File: src/rtl/core_l1_bridge.sv
// Bridge from the core's single IO bus to the split L1I/L1D request ports.
// Decodes instruction/data space, and merges partial stores by read-modify-write.
module core_l1_bridge #(
   parameter logic [31:0] END_INST = 32'h11FD8
) (
   input  logic        clk,
   input  logic        rst,
   input  logic [31:0] rw_address,
   input  logic        read_request,
   input  logic        write_request,
   input  logic [31:0] write_data,
   input  logic [3:0]  write_strobe,
   output logic [31:0] read_data,
   output logic        read_response,
   output logic        write_response,
   output logic [31:0] addr_L1,
   output logic        read_C_L1I,
   output logic        read_C_L1D,
   output logic        write_C_L1D,
   output logic [31:0] write_data_C_L1,
   input  logic [31:0] read_data_L1I_C,
   input  logic [31:0] read_data_L1D_C,
   input  logic        ready_L1I_C,
   input  logic        ready_L1D_C,
   output logic        inst_store_err
);

   typedef enum logic [2:0] {IDLE, RD_I, RD_D, RMW_RD, WR, RESP} state_t;

   state_t      state_reg, state_next;
   logic [31:0] addr_reg, addr_next;
   logic [31:0] wdata_reg, wdata_next;
   logic [31:0] rdata_reg, rdata_next;
   logic [3:0]  strobe_reg, strobe_next;
   logic        resp_rd_reg, resp_rd_next;
   logic        err_reg, err_next;
   logic [31:0] merged_word;

   // Lanes enabled by the latched strobe come from the store, the rest from the cache word.
   genvar gi;
   generate
      for (gi = 0; gi < 4; gi++) begin : g_lane
         assign merged_word[8*gi +: 8] = strobe_reg[gi] ? wdata_reg[8*gi +: 8]
                                                        : read_data_L1D_C[8*gi +: 8];
      end
   endgenerate

   always_ff @(posedge clk) begin
      if (rst) begin
         state_reg   <= IDLE;
         addr_reg    <= '0;
         wdata_reg   <= '0;
         rdata_reg   <= '0;
         strobe_reg  <= '0;
         resp_rd_reg <= 1'b0;
         err_reg     <= 1'b0;
      end else begin
         state_reg   <= state_next;
         addr_reg    <= addr_next;
         wdata_reg   <= wdata_next;
         rdata_reg   <= rdata_next;
         strobe_reg  <= strobe_next;
         resp_rd_reg <= resp_rd_next;
         err_reg     <= err_next;
      end
   end

   always_comb begin
      state_next     = state_reg;
      addr_next      = addr_reg;
      wdata_next     = wdata_reg;
      rdata_next     = rdata_reg;
      strobe_next    = strobe_reg;
      resp_rd_next   = resp_rd_reg;
      err_next       = err_reg;
      read_C_L1I     = 1'b0;
      read_C_L1D     = 1'b0;
      write_C_L1D    = 1'b0;
      read_response  = 1'b0;
      write_response = 1'b0;

      case (state_reg)
         IDLE: begin
            // A simultaneous read stays held by the core and is taken after this write.
            if (write_request) begin
               resp_rd_next = 1'b0;
               if (rw_address <= END_INST) begin
                  err_next   = 1'b1;
                  state_next = RESP;
               end else if (write_strobe == 4'b0000) begin
                  state_next = RESP;
               end else begin
                  addr_next   = rw_address & ~32'h3;
                  wdata_next  = write_data;
                  strobe_next = write_strobe;
                  state_next  = (write_strobe == 4'b1111) ? WR : RMW_RD;
               end
            end else if (read_request) begin
               resp_rd_next = 1'b1;
               addr_next    = rw_address & ~32'h3;
               state_next   = (rw_address <= END_INST) ? RD_I : RD_D;
            end
         end
         RD_I: begin
            read_C_L1I = 1'b1;
            if (ready_L1I_C) begin
               rdata_next = read_data_L1I_C;
               state_next = RESP;
            end
         end
         RD_D: begin
            read_C_L1D = 1'b1;
            if (ready_L1D_C) begin
               rdata_next = read_data_L1D_C;
               state_next = RESP;
            end
         end
         RMW_RD: begin
            read_C_L1D = 1'b1;
            if (ready_L1D_C) begin
               wdata_next = merged_word;
               state_next = WR;
            end
         end
         WR: begin
            write_C_L1D = 1'b1;
            if (ready_L1D_C) state_next = RESP;
         end
         RESP: begin
            read_response  = resp_rd_reg;
            write_response = !resp_rd_reg;
            state_next     = IDLE;
         end
         default: state_next = IDLE;
      endcase
   end

   assign addr_L1         = addr_reg;
   assign write_data_C_L1 = wdata_reg;
   assign read_data       = rdata_reg;
   assign inst_store_err  = err_reg;

endmodule

File: config.mk
export PLATFORM = sky130hd
export DESIGN_NAME = core_l1_bridge
export DESIGN_NICKNAME = d
export VERILOG_FILES = /design/src/rtl/core_l1_bridge.sv
export SDC_FILE = /design/constraint.sdc
export NUM_CORES = 1
export LEC_CHECK = 0
export CAP_MARGIN = 20
export CORE_UTILIZATION = 41
export CTS_BUF_LIST = sky130_fd_sc_hd__clkbuf_4
export CTS_CLUSTER_SIZE = 8
export DETAILED_ROUTE_END_ITERATION = 8
export HOLD_SLACK_MARGIN = 0.15
export PLACE_DENSITY = 0.83
export SLEW_MARGIN = 20
export SYNTH_ARGS = -nofsm -noshare
export SYNTH_HDL_FRONTEND = slang
export SYNTH_SLANG_ARGS = --single-unit
File: constraint.sdc
create_clock -name clk -period 3 [get_ports clk]
set_clock_uncertainty 0.2 [all_clocks]
set_input_delay 0.3 -clock clk [delete_from_list [all_inputs] [get_ports clk]]
set_output_delay 0.3 -clock clk [all_outputs]
set_load 0.005 [all_outputs]
==> flow_metrics.tcl, run 1 <==
set metrics [dict create \
    syn_area_um2 4626 \
    cts.sinks 103 \
    rr_endpoint "write_data_C_L1[5]" \
    root_buffer "clkbuf_4" \
    reg2reg_depth 7 \
    crit_required_ns 2.50 \
    route.detailed.drc 0 \
    ctsResizeCount 0 \
    crit_end "read_C_L1I" \
    grt_setup_unrepaired "no" \
    crit_type "reg2out" \
    p_per_area_nw_per_um2 802.6 \
    cp-startpoint "state_reg[0]" \
    wl_per_cell_um 16.86 \
    drive_gt1_frac 0.04312 \
    nFillCells 879 \
    post-route-period-util 0.9028 \
    worst_slew_pin_slew_ns 0.7638 \
    period_needed_ns 2.708 \
    pre_cts_ws_ns 0.03227 \
    drv_slew 0 \
    dr.pass1.iters 4 \
    cts_setup_buffers 0 \
    clk_latency_ns 0.43 \
    final_antenna_net_count 0 \
    vdd_drop_max_uv 430.8 \
    ios 240 \
    grt_max_degree 70 \
    die-area_um2 11710 \
    ys_types 38 \
    ys_top_cells_by_area "dfxtp_1 (45%), mux2i_1 (19%), nor2_1 (6.9%)" \
    cp.arrival_ns 2.21 \
    final.setup.tns_ns 0 \
    p_leak_nw 2.649 \
    syn_to_final_growth_pct 56.37 \
    grt_first_pass_wirelength_mm 22.15 \
    worst_slack_ns 0.2917 \
    cts_buffers 9 \
    cts_tree "yes" \
    rows 38 \
    ys_warn_count 0 \
    num_vias 4635 \
    floorplan.initialDensity 0.4230 \
    cts_htree_levels 3 \
    die_y_um 108.2 \
    clk_path_buf_depth 2 \
    synth_top_area_cell "dfxtp_1" \
    viasPerCell 5.396 \
    start_kind "flop" \
    gp_congestion 0.8913 \
    drv_cap 0 \
    fp.dieW_um 108.2 \
    antenna_cells 0 \
    cts_hold_buf 0 \
    status "completed" \
    hpwl_mm 10.79 \
    hp-class "in2reg" \
    synth.top_cell.area_share 0.4458 \
    ys_ff_latch 103 \
    layout.nets 855 \
    max_slew_margin 0.4908 \
    critPathCaptureType "output pin" \
    fin_util 0.6614 \
    setup_viol 0 \
    drt-initial-drc-count 189 \
    r2r_slack_ns 0.66 \
    grt_usage 0.2425 \
    core_area_um2 10940 \
    synth-seq-area-share 0.4458 \
    port_buffers 237 \
    grt_pass1_vias 4528 \
    path_clk_slew_ns 0.15 \
    hold_viol 0 \
    avgSynthCellArea_um2 9.215 \
    crit_path_max_fanout 12 \
    multi_input_area_um2 2361 \
    synth_cells 502 \
    rr_startpoint "state_reg[1]" \
    grt_overflow 0 \
    antenna_found_initial 0 \
    seqCellArea_um2 2062 \
    wl_mm 14.49 \
    fmax_mhz 369.2 \
]
synthesized netlist by cell type:
cell / instances
a311oi_1: 32
a211oi_1: 34
a21oi_1: 36
or3b_1: 1
a22o_1: 1
clkbuf_1: 28
o21a_1: 1
buf_2: 4
nor2_1: 85
buf_6: 1
o21ai_0: 3
a41oi_1: 1
buf_1: 6
o22ai_1: 2
nand3_1: 7
or3_2: 1
or4_1: 2
mux2i_1: 86
o31a_1: 1
conb_1: 1
nand4_1: 4
nand2_1: 30
buf_8: 3
inv_1: 4
o21ai_1: 1
nor4_1: 4
or2b_2: 1
nor3_1: 8
nor2_4: 1
dfxtp_1: 103
a221o_1: 1
o32ai_1: 1
o311ai_0: 1
nand2b_1: 2
buf_4: 2
o22a_2: 1
a21oi_4: 1
a32oi_1: 1
cells in the final DEF, fill, tap and decap left out, drive strengths merged, types with 2 or more instances in the layout:
master / n
o21ai: 4
inv: 4
mux2i: 86
nand3: 7
a211oi: 34
dfxtp: 103
nand2: 30
clkbuf: 10
buf: 11
nand4: 4
or4: 2
a311oi: 32
nor4: 4
nand2b: 2
nor3: 8
clkdlybuf4s50: 236
clkinv: 2
conb: 2
o22ai: 2
nor2: 86
a21oi: 37
critical path: stages, from the launching register on:
cell and delay [ns]:
dfxtp_1 0.63, inv_1 0.27, nor3_1 0.30, clkdlybuf4s50_1 0.59
final cells by class:
class / instances / share of cell area
inverter: 4 / 0.002076
timing repair buffer: 247 / 0.3467
clock buffer: 10 / 0.01038
multi-input combinational: 352 / 0.3264
sequential: 103 / 0.2851
clock inverter: 3 / 0.005189
tap: 140 / 0.02422
worst min-delay path by stage:
stage                        startpoint            endpoint  cells past startpoint
after CTS                           rst        state_reg[1]                      2
after floorplan           write_request         resp_rd_reg                      1
after detailed placement  strobe_reg[2]       strobe_reg[2]                      2
final                     write_data[3]  write_data_C_L1[3]                      3
after global routing      write_data[5]  write_data_C_L1[5]                      3
after global placement    strobe_reg[3]       strobe_reg[3]                      2
layer usage:
| metal | up-vias | global-route usage | wire, um |
|---|---|---|---|
| met5 | - | 0 | 0 |
| met4 | 0 | 0.09100 | 296 |
| met3 | 20 | 0.06992 | 1297 |
| met2 | 215 | 0.4331 | 7104 |
| met1 | 2135 | 0.2709 | 5787 |
| li1 | 2265 | - | - |
power breakdown:
group | total (W) | internal [W] | switching (W)
clock | 0.000665 | 0.000246 | 0.000419
combinational | 0.00300 | 0.00166 | 0.00134
sequential | 0.00214 | 0.00184 | 0.000299
total | 0.00581 | 0.00374 | 0.00206
logic make-up (layout without fill, tap and decap cells):
kind of cell / Yosys count / in the layout / share of synthesized area
other: 1 / 2 / 0.0008107
and+or+nand+nor: 146 / 146 / 0.1342
muxes: 86 / 86 / 0.1861
buffers and inverters: 48 / 264 / 0.05058
DFF: 103 / 103 / 0.4458
AOI/OAI and AO/OA: 118 / 118 / 0.1826
stage by stage:
step / instances / hold slack [ns] / power, W / area (um^2)
floorplan: 503 / 0.1966 / 0.003662 / 4629
finish: 859 / 0.2161 / 0.005805 / 7233
detailed placement: 846 / 0.2499 / 0.005164 / 7121
CTS: 859 / 0.1866 / 0.005832 / 7233
global route: 859 / 0.2059 / 0.006184 / 7233
global placement: 846 / 0.2462 / 0.005054 / 7121
Note: power is estimated with default switching activity, not from simulation.
==> inputs of run 2 (changes only) <==
- CORE_UTILIZATION: 41 -> 56
- DONT_BUFFER_PORTS: default -> 1
- PLACE_DENSITY: 0.83 -> 0.71
==> run 2 against run 1 <==
  * The run now fails in clock tree synthesis
  * Area after synthesis stayed put
  * Synthesized cell count unchanged
==> flow_metrics.tcl, run 2 <==
set metrics [dict create \
    status "did not finish" \
    stop_stage "clock tree synthesis" \
    tool.error "[ERROR RSZ-0060] Max buffer count reached." \
    cts_htree_levels 3 \
    floorplan.initialDensity 0.5894 \
    port_buffers 0 \
    gp_congestion 0.8588 \
    ctsResizeCount 0 \
    synth_top_area_cell "dfxtp_1" \
    syn_area_um2 4626 \
    cts_buffers 9 \
    synth_top_family_by_area "multiplexers" \
    rows 32 \
    cts_hold_buf 119 \
    hpwl_mm 8.476 \
    ios 240 \
    synth_xor_area_frac 0 \
    synth_flop_cell "dfxtp_1" \
    ys_top_cells_by_area "dfxtp_1 (45%), mux2i_1 (19%), nor2_1 (6.9%)" \
    clk_path_buf_depth 2 \
    fp.dieW_um 92.89 \
    yosysMostFrequentCell "dfxtp_1" \
    async_flop_share 0 \
    synth_cells 502 \
    synthTopCellsByCount "dfxtp_1 (103), mux2i_1 (86), nor2_1 (85)" \
    avgSynthCellArea_um2 9.215 \
    synth_compound_area_frac 0.1826 \
    synth-seq-area-share 0.4458 \
    synthMuxAreaShare 0.1861 \
    die_y_um 92.89 \
    ys_types 38 \
    root_buffer "clkbuf_4" \
    synth.top_cell.area_share 0.4458 \
    cts_setup_buffers 0 \
    synth_edf_count 0 \
    cts.sinks 103 \
    ys_warn_count 0 \
    yosys.area_share.simple 0.1342 \
    synthAdderAreaFrac 0 \
    ys_ff_latch 103 \
]
==> run 2: kinds of logic after synthesis <==
family | Yosys count
AOI/OAI and AO/OA | 118
buffers and inverters | 48
DFF | 103
muxes | 86
other | 1
and+or+nand+nor | 146
==> run 2: through the flow <==
stage / setup slack (ns) / cells / hold WS, ns / util / area, um^2
3_3_place_gp: 0.4231 / 571 / 0.1781 / 0.5961 / 4678
2_1_floorplan: 0.5782 / 503 / 0.1966 / - / 4629
3_5_place_dp: 0.3295 / 571 / 0.1806 / 0.5961 / 4678
==> inputs of run 3 (changes only) <==
- CORE_UTILIZATION: 56 -> 40
- CTS_BUF_LIST: sky130_fd_sc_hd__clkbuf_4 -> default
- CTS_CLUSTER_SIZE: 8 -> default
- HOLD_SLACK_MARGIN: 0.15 -> default
- PLACE_DENSITY: 0.71 -> default
- PLACE_DENSITY_LB_ADDON: default -> 0.15
==> run 3 against run 2 <==
  * The flow now finishes without violations
==> flow_metrics.tcl, run 3 (same netlist as run 1, synthesis figures left out) <==
set metrics [dict create \
    setup_viol 0 \
    die-area_um2 12000 \
    hp-class "in2reg" \
    post-route-period-util 0.9176 \
    final.setup.tns_ns 0 \
    drv_cap 0 \
    p_leak_nw 2.251 \
    route.detailed.drc 0 \
    place_area_um2 4713 \
    hpwl_mm 9.075 \
    root_buffer "clkbuf_16" \
    clk_latency_ns 0.34 \
    hold_depth 2 \
    critPathCaptureType "flop" \
    crit_path_max_fanout 16 \
    antenna_cells 0 \
    viasPerCell 5.650 \
    path_cells "or4_1 > o21a_1 > a221o_1 > o22a_2 > a311oi_1 > dlygate4sd3_1" \
    crit_type "in2reg" \
    grt_pass1_vias 4038 \
    reg2reg_depth 8 \
    wl_mm 13.99 \
    fin_util 0.5414 \
    final_antenna_net_count 0 \
    cts_buffers 9 \
    core_area_um2 11030 \
    start_kind "input pin" \
    layout.nets 711 \
    die_y_um 109.5 \
    final_cell_mix "dfxtp_1 (102), dlygate4sd3_1 (92), mux2i_1 (86)" \
    cts.sinks 103 \
    max_slew_margin 0.6332 \
    cts_tree "yes" \
    crit_required_ns 3.09 \
    grt_overflow 0 \
    min_from "read_data_L1D_C[4]" \
    grt_first_pass_wirelength_mm 20.40 \
    vdd_drop_max_uv 469.3 \
    hold_viol 0 \
    worst-path-stages 6 \
    worst_slew_pin_slew_ns 0.5489 \
    dr.pass1.iters 4 \
    grt_max_degree 105 \
    cts_htree_levels 3 \
    cp-startpoint "rw_address[2]" \
    antenna_found_initial 0 \
    drive_gt1_frac 0.06401 \
    syn_to_final_growth_pct 29.10 \
    fp.dieW_um 109.5 \
    critPathSlowestCell "dlygate4sd3_1" \
    p_per_area_nw_per_um2 919.7 \
    final_common_cell "dfxtp_1" \
    status "completed" \
    cp.arrival_ns 2.84 \
    gp_congestion 0.7846 \
    fmax_mhz 363.3 \
    rows 38 \
    num_vias 4057 \
    clk_path_buf_depth 2 \
    grt_setup_unrepaired "no" \
    drv_slew 0 \
    critPathMaxStageDelay_ns 0.59 \
    port_buffers 0 \
    drt-initial-drc-count 239 \
    grt_usage 0.2249 \
    cts_setup_buffers 0 \
    wl_per_cell_um 19.49 \
    period_needed_ns 2.753 \
    fin_area_um2 5972 \
    floorplan.initialDensity 0.4194 \
    path_clk_slew_ns 0.07 \
    critPathTopFamily "compound AO/OA/AOI/OAI gates" \
    rr_startpoint "state_reg[0]" \
    ios 240 \
    path_buf_inv 1 \
]
## run 3: metrics by stage
step / instances / worst slack (ns) / total power (W) / hold slack (ns)
3_5_place_dp: 609 / 0.3762 / 0.004074 / 0.1826
6_report: 718 / 0.2472 / 0.005492 / 0.006622
2_1_floorplan: 503 / 0.5782 / 0.003662 / 0.1966
3_3_place_gp: 609 / 0.4031 / 0.004006 / 0.1812
4_1_cts: 718 / 0.2058 / 0.005514 / 0.0007691
5_1_grt: 718 / 0.08178 / 0.005851 / 0.003008
## run 3: power breakdown
part           internal, W  switching [W]
combinational     0.000939        0.00107
sequential         0.00185       0.000425
clock             0.000692       0.000520
total              0.00348        0.00202
## run 3: final cells by class
cell class              instances  area (um^2)
clock buffers                  11        252.7
well taps                     140        175.2
multi-input cells             352         2361
fillers                      1008         5059
clock inverters                 5        56.30
repair buffers                103         1049
flip-flops and latches        103         2063
inverters                       4        15.01
## run 3: repair_timing
action                                  4_1_cts  5_1_grt
endpoints found under the setup margin        0        3
gates resized for setup                       0        1
hold buffers                                 93        0
endpoints found under the hold margin       103        0
## run 3: final timing paths
| path | endpoint | slack, ns |
|---|---|---|
| min | read_data[4] | 0.007 |
| min reg2reg | strobe_reg[0] | 0.26 |
| max reg2reg | write_data_C_L1[6] | 0.26 |
| max | write_data_C_L1[5] | 0.25 |
## run 3: metal layers
metal / vias to the layer above / GRT usage / wire (um)
met5: - / 0 / 0
met4: 0 / 0.08857 / 208
met3: 14 / 0.06935 / 1255
met2: 192 / 0.3989 / 6914
met1: 1868 / 0.2498 / 5615
li1: 1983 / - / -
==> inputs of run 4 (changes only) <==
- CORE_ASPECT_RATIO: default -> 0.9
==> run 4 against run 3 <==
  * Largest power group unchanged
  * Worst hold slack about the same
  * Cell count is 1.4% higher
  * Clock power hardly changed
  * Highest routed layer unchanged
  * Flip-flop and latch count is the same
  * Sequential share of layout area down 0.24 points
  * Final area is 0.71% higher
  * Largest cell class unchanged
  * Sequential power hardly changed
  * First-iteration DRC count is 18% higher
  * Global-route usage is 0.20 points lower
==> flow_metrics.tcl, run 4 (same netlist as run 1, synthesis figures left out) <==
set metrics [dict create \
    dp.cells 619 \
    grt_usage 0.2229 \
    grt_overflow 0 \
    worst_slew_pin_slew_ns 0.5205 \
    rr_endpoint "write_data_C_L1[1]" \
    drive_gt1_frac 0.06076 \
    setup_viol 0 \
    crit_required_ns 3.09 \
    final_antenna_net_count 0 \
    r2r_slack_ns 0.24 \
    antenna_found_initial 0 \
    grt_first_pass_wirelength_mm 20.86 \
    crit_type "reg2reg" \
    cp.arrival_ns 2.85 \
    min_from "read_data_L1I_C[13]" \
    p_per_area_nw_per_um2 918.8 \
    wl_per_cell_um 18.88 \
    final_common_cell "dfxtp_1" \
    cts_buffers 9 \
    clk_latency_ns 0.35 \
    hold_depth 2 \
    status "completed" \
    drt-initial-drc-count 283 \
    post-route-period-util 0.9193 \
    rr_startpoint "state_reg[0]" \
    cts_tree "yes" \
    vdd_drop_max_uv 604.4 \
    rows 36 \
    grt_max_degree 105 \
    grt_setup_unrepaired "no" \
    hp-class "in2reg" \
    floorplan.initialDensity 0.4192 \
    max_slew_margin 0.6521 \
    drv_slew 0 \
    holdPathEnd "read_data[13]" \
    crit_path_max_fanout 19 \
    syn_to_final_growth_pct 30.02 \
    dr.pass1.iters 4 \
    drv_cap 0 \
    nFillCells 968 \
    cts_htree_levels 3 \
    critPathCaptureType "flop" \
    layout.nets 709 \
    grt_pass1_vias 3933 \
    wl_mm 13.75 \
    fp.dieW_um 115.4 \
    final.setup.tns_ns 0 \
    reg2reg_depth 6 \
    path_clk_slew_ns 0.07 \
    fin_cells 728 \
    clk_path_buf_depth 2 \
    start_kind "flop" \
    hpwl_mm 8.702 \
    port_buffers 0 \
    fmax_mhz 362.6 \
    gp_congestion 0.7820 \
    multi_input_area_um2 2369 \
    period_needed_ns 2.758 \
    die_y_um 104.0 \
    seqCellArea_um2 2063 \
    viasPerCell 5.639 \
    cts.sinks 103 \
    core_area_um2 11040 \
    hold_viol 0 \
    die-area_um2 12000 \
    antenna_cells 0 \
    ios 240 \
    route.detailed.drc 0 \
    root_buffer "clkbuf_16" \
    p_leak_nw 2.246 \
    fin_util 0.5450 \
    hold-worst-slack_ns 0.007000 \
    power.total_w 0.005526 \
    num_vias 4105 \
    final_cell_mix "dfxtp_1 (102), dlygate4sd3_1 (92), mux2i_1 (86)" \
]
run 4: changes by cell type in the layout (fill, tap and decap cells not counted), sizes merged:
cell | previous run | this run
inv | 4 | 5
clkbuf | 11 | 10
buf | 11 | 9
clkinvlp | 1 | 2
clkinv | 3 | 2
run 4: how the worst max path moves through the flow:
stage / startpoint / to / slack, ns
2_1_floorplan: rw_address[2] / addr_L1[10] / 0.58
3_3_place_gp: rw_address[2] / addr_L1[2] / 0.44
3_5_place_dp: rw_address[2] / addr_L1[19] / 0.38
4_1_cts: state_reg[1] / write_data_C_L1[1] / 0.17
5_1_grt: state_reg[0] / write_data_C_L1[6] / 0.09
6_report: state_reg[0] / write_data_C_L1[1] / 0.24
run 4: final cells by class:
type,count,share of cell area
multi-input combinational,352,0.3938
sequential,103,0.3430
inverter,4,0.002496
tap,152,0.03162
timing repair buffer,101,0.1781
clock inverter,6,0.01123
clock buffer,10,0.03973
run 4: critical path: stages (launching register included):
cell           delay [ns]
dfxtp_1              0.60
inv_1                0.26
nor2_4               0.46
buf_12               0.24
nand2_1              0.09
a311oi_1             0.26
dlygate4sd3_1        0.59
run 4: what timing repair did:
item	4_1_cts	5_1_grt
setup endpoints to repair	0	8
setup buffers	0	0
resized for setup	0	2
hold buffers	93	0
endpoints found under the hold margin	103	0
run 4: where the power goes:
part | internal (W) | switching, W | total (W)
Sequential | 0.00185 | 0.000445 | 0.00229
Clock | 0.000672 | 0.000524 | 0.00120
Combinational | 0.000970 | 0.00107 | 0.00204
run 4: metrics by stage:
| stage | cell area [um^2] | setup slack [ns] |
|---|---|---|
| floorplan | 4629 | 0.5782 |
| global route | 6015 | 0.08870 |
| CTS | 6006 | 0.1663 |
| finish | 6015 | 0.2420 |
| global placement | 4751 | 0.4408 |
| detailed placement | 4751 | 0.3828 |
run 4: routing by layer:
layer	wire length, um	vias up	GRT usage
li1	-	1979	-
met1	5601	1914	0.2570
met2	6616	186	0.3760
met3	1307	26	0.08508
met4	222	0	0.06957
met5	0	-	0
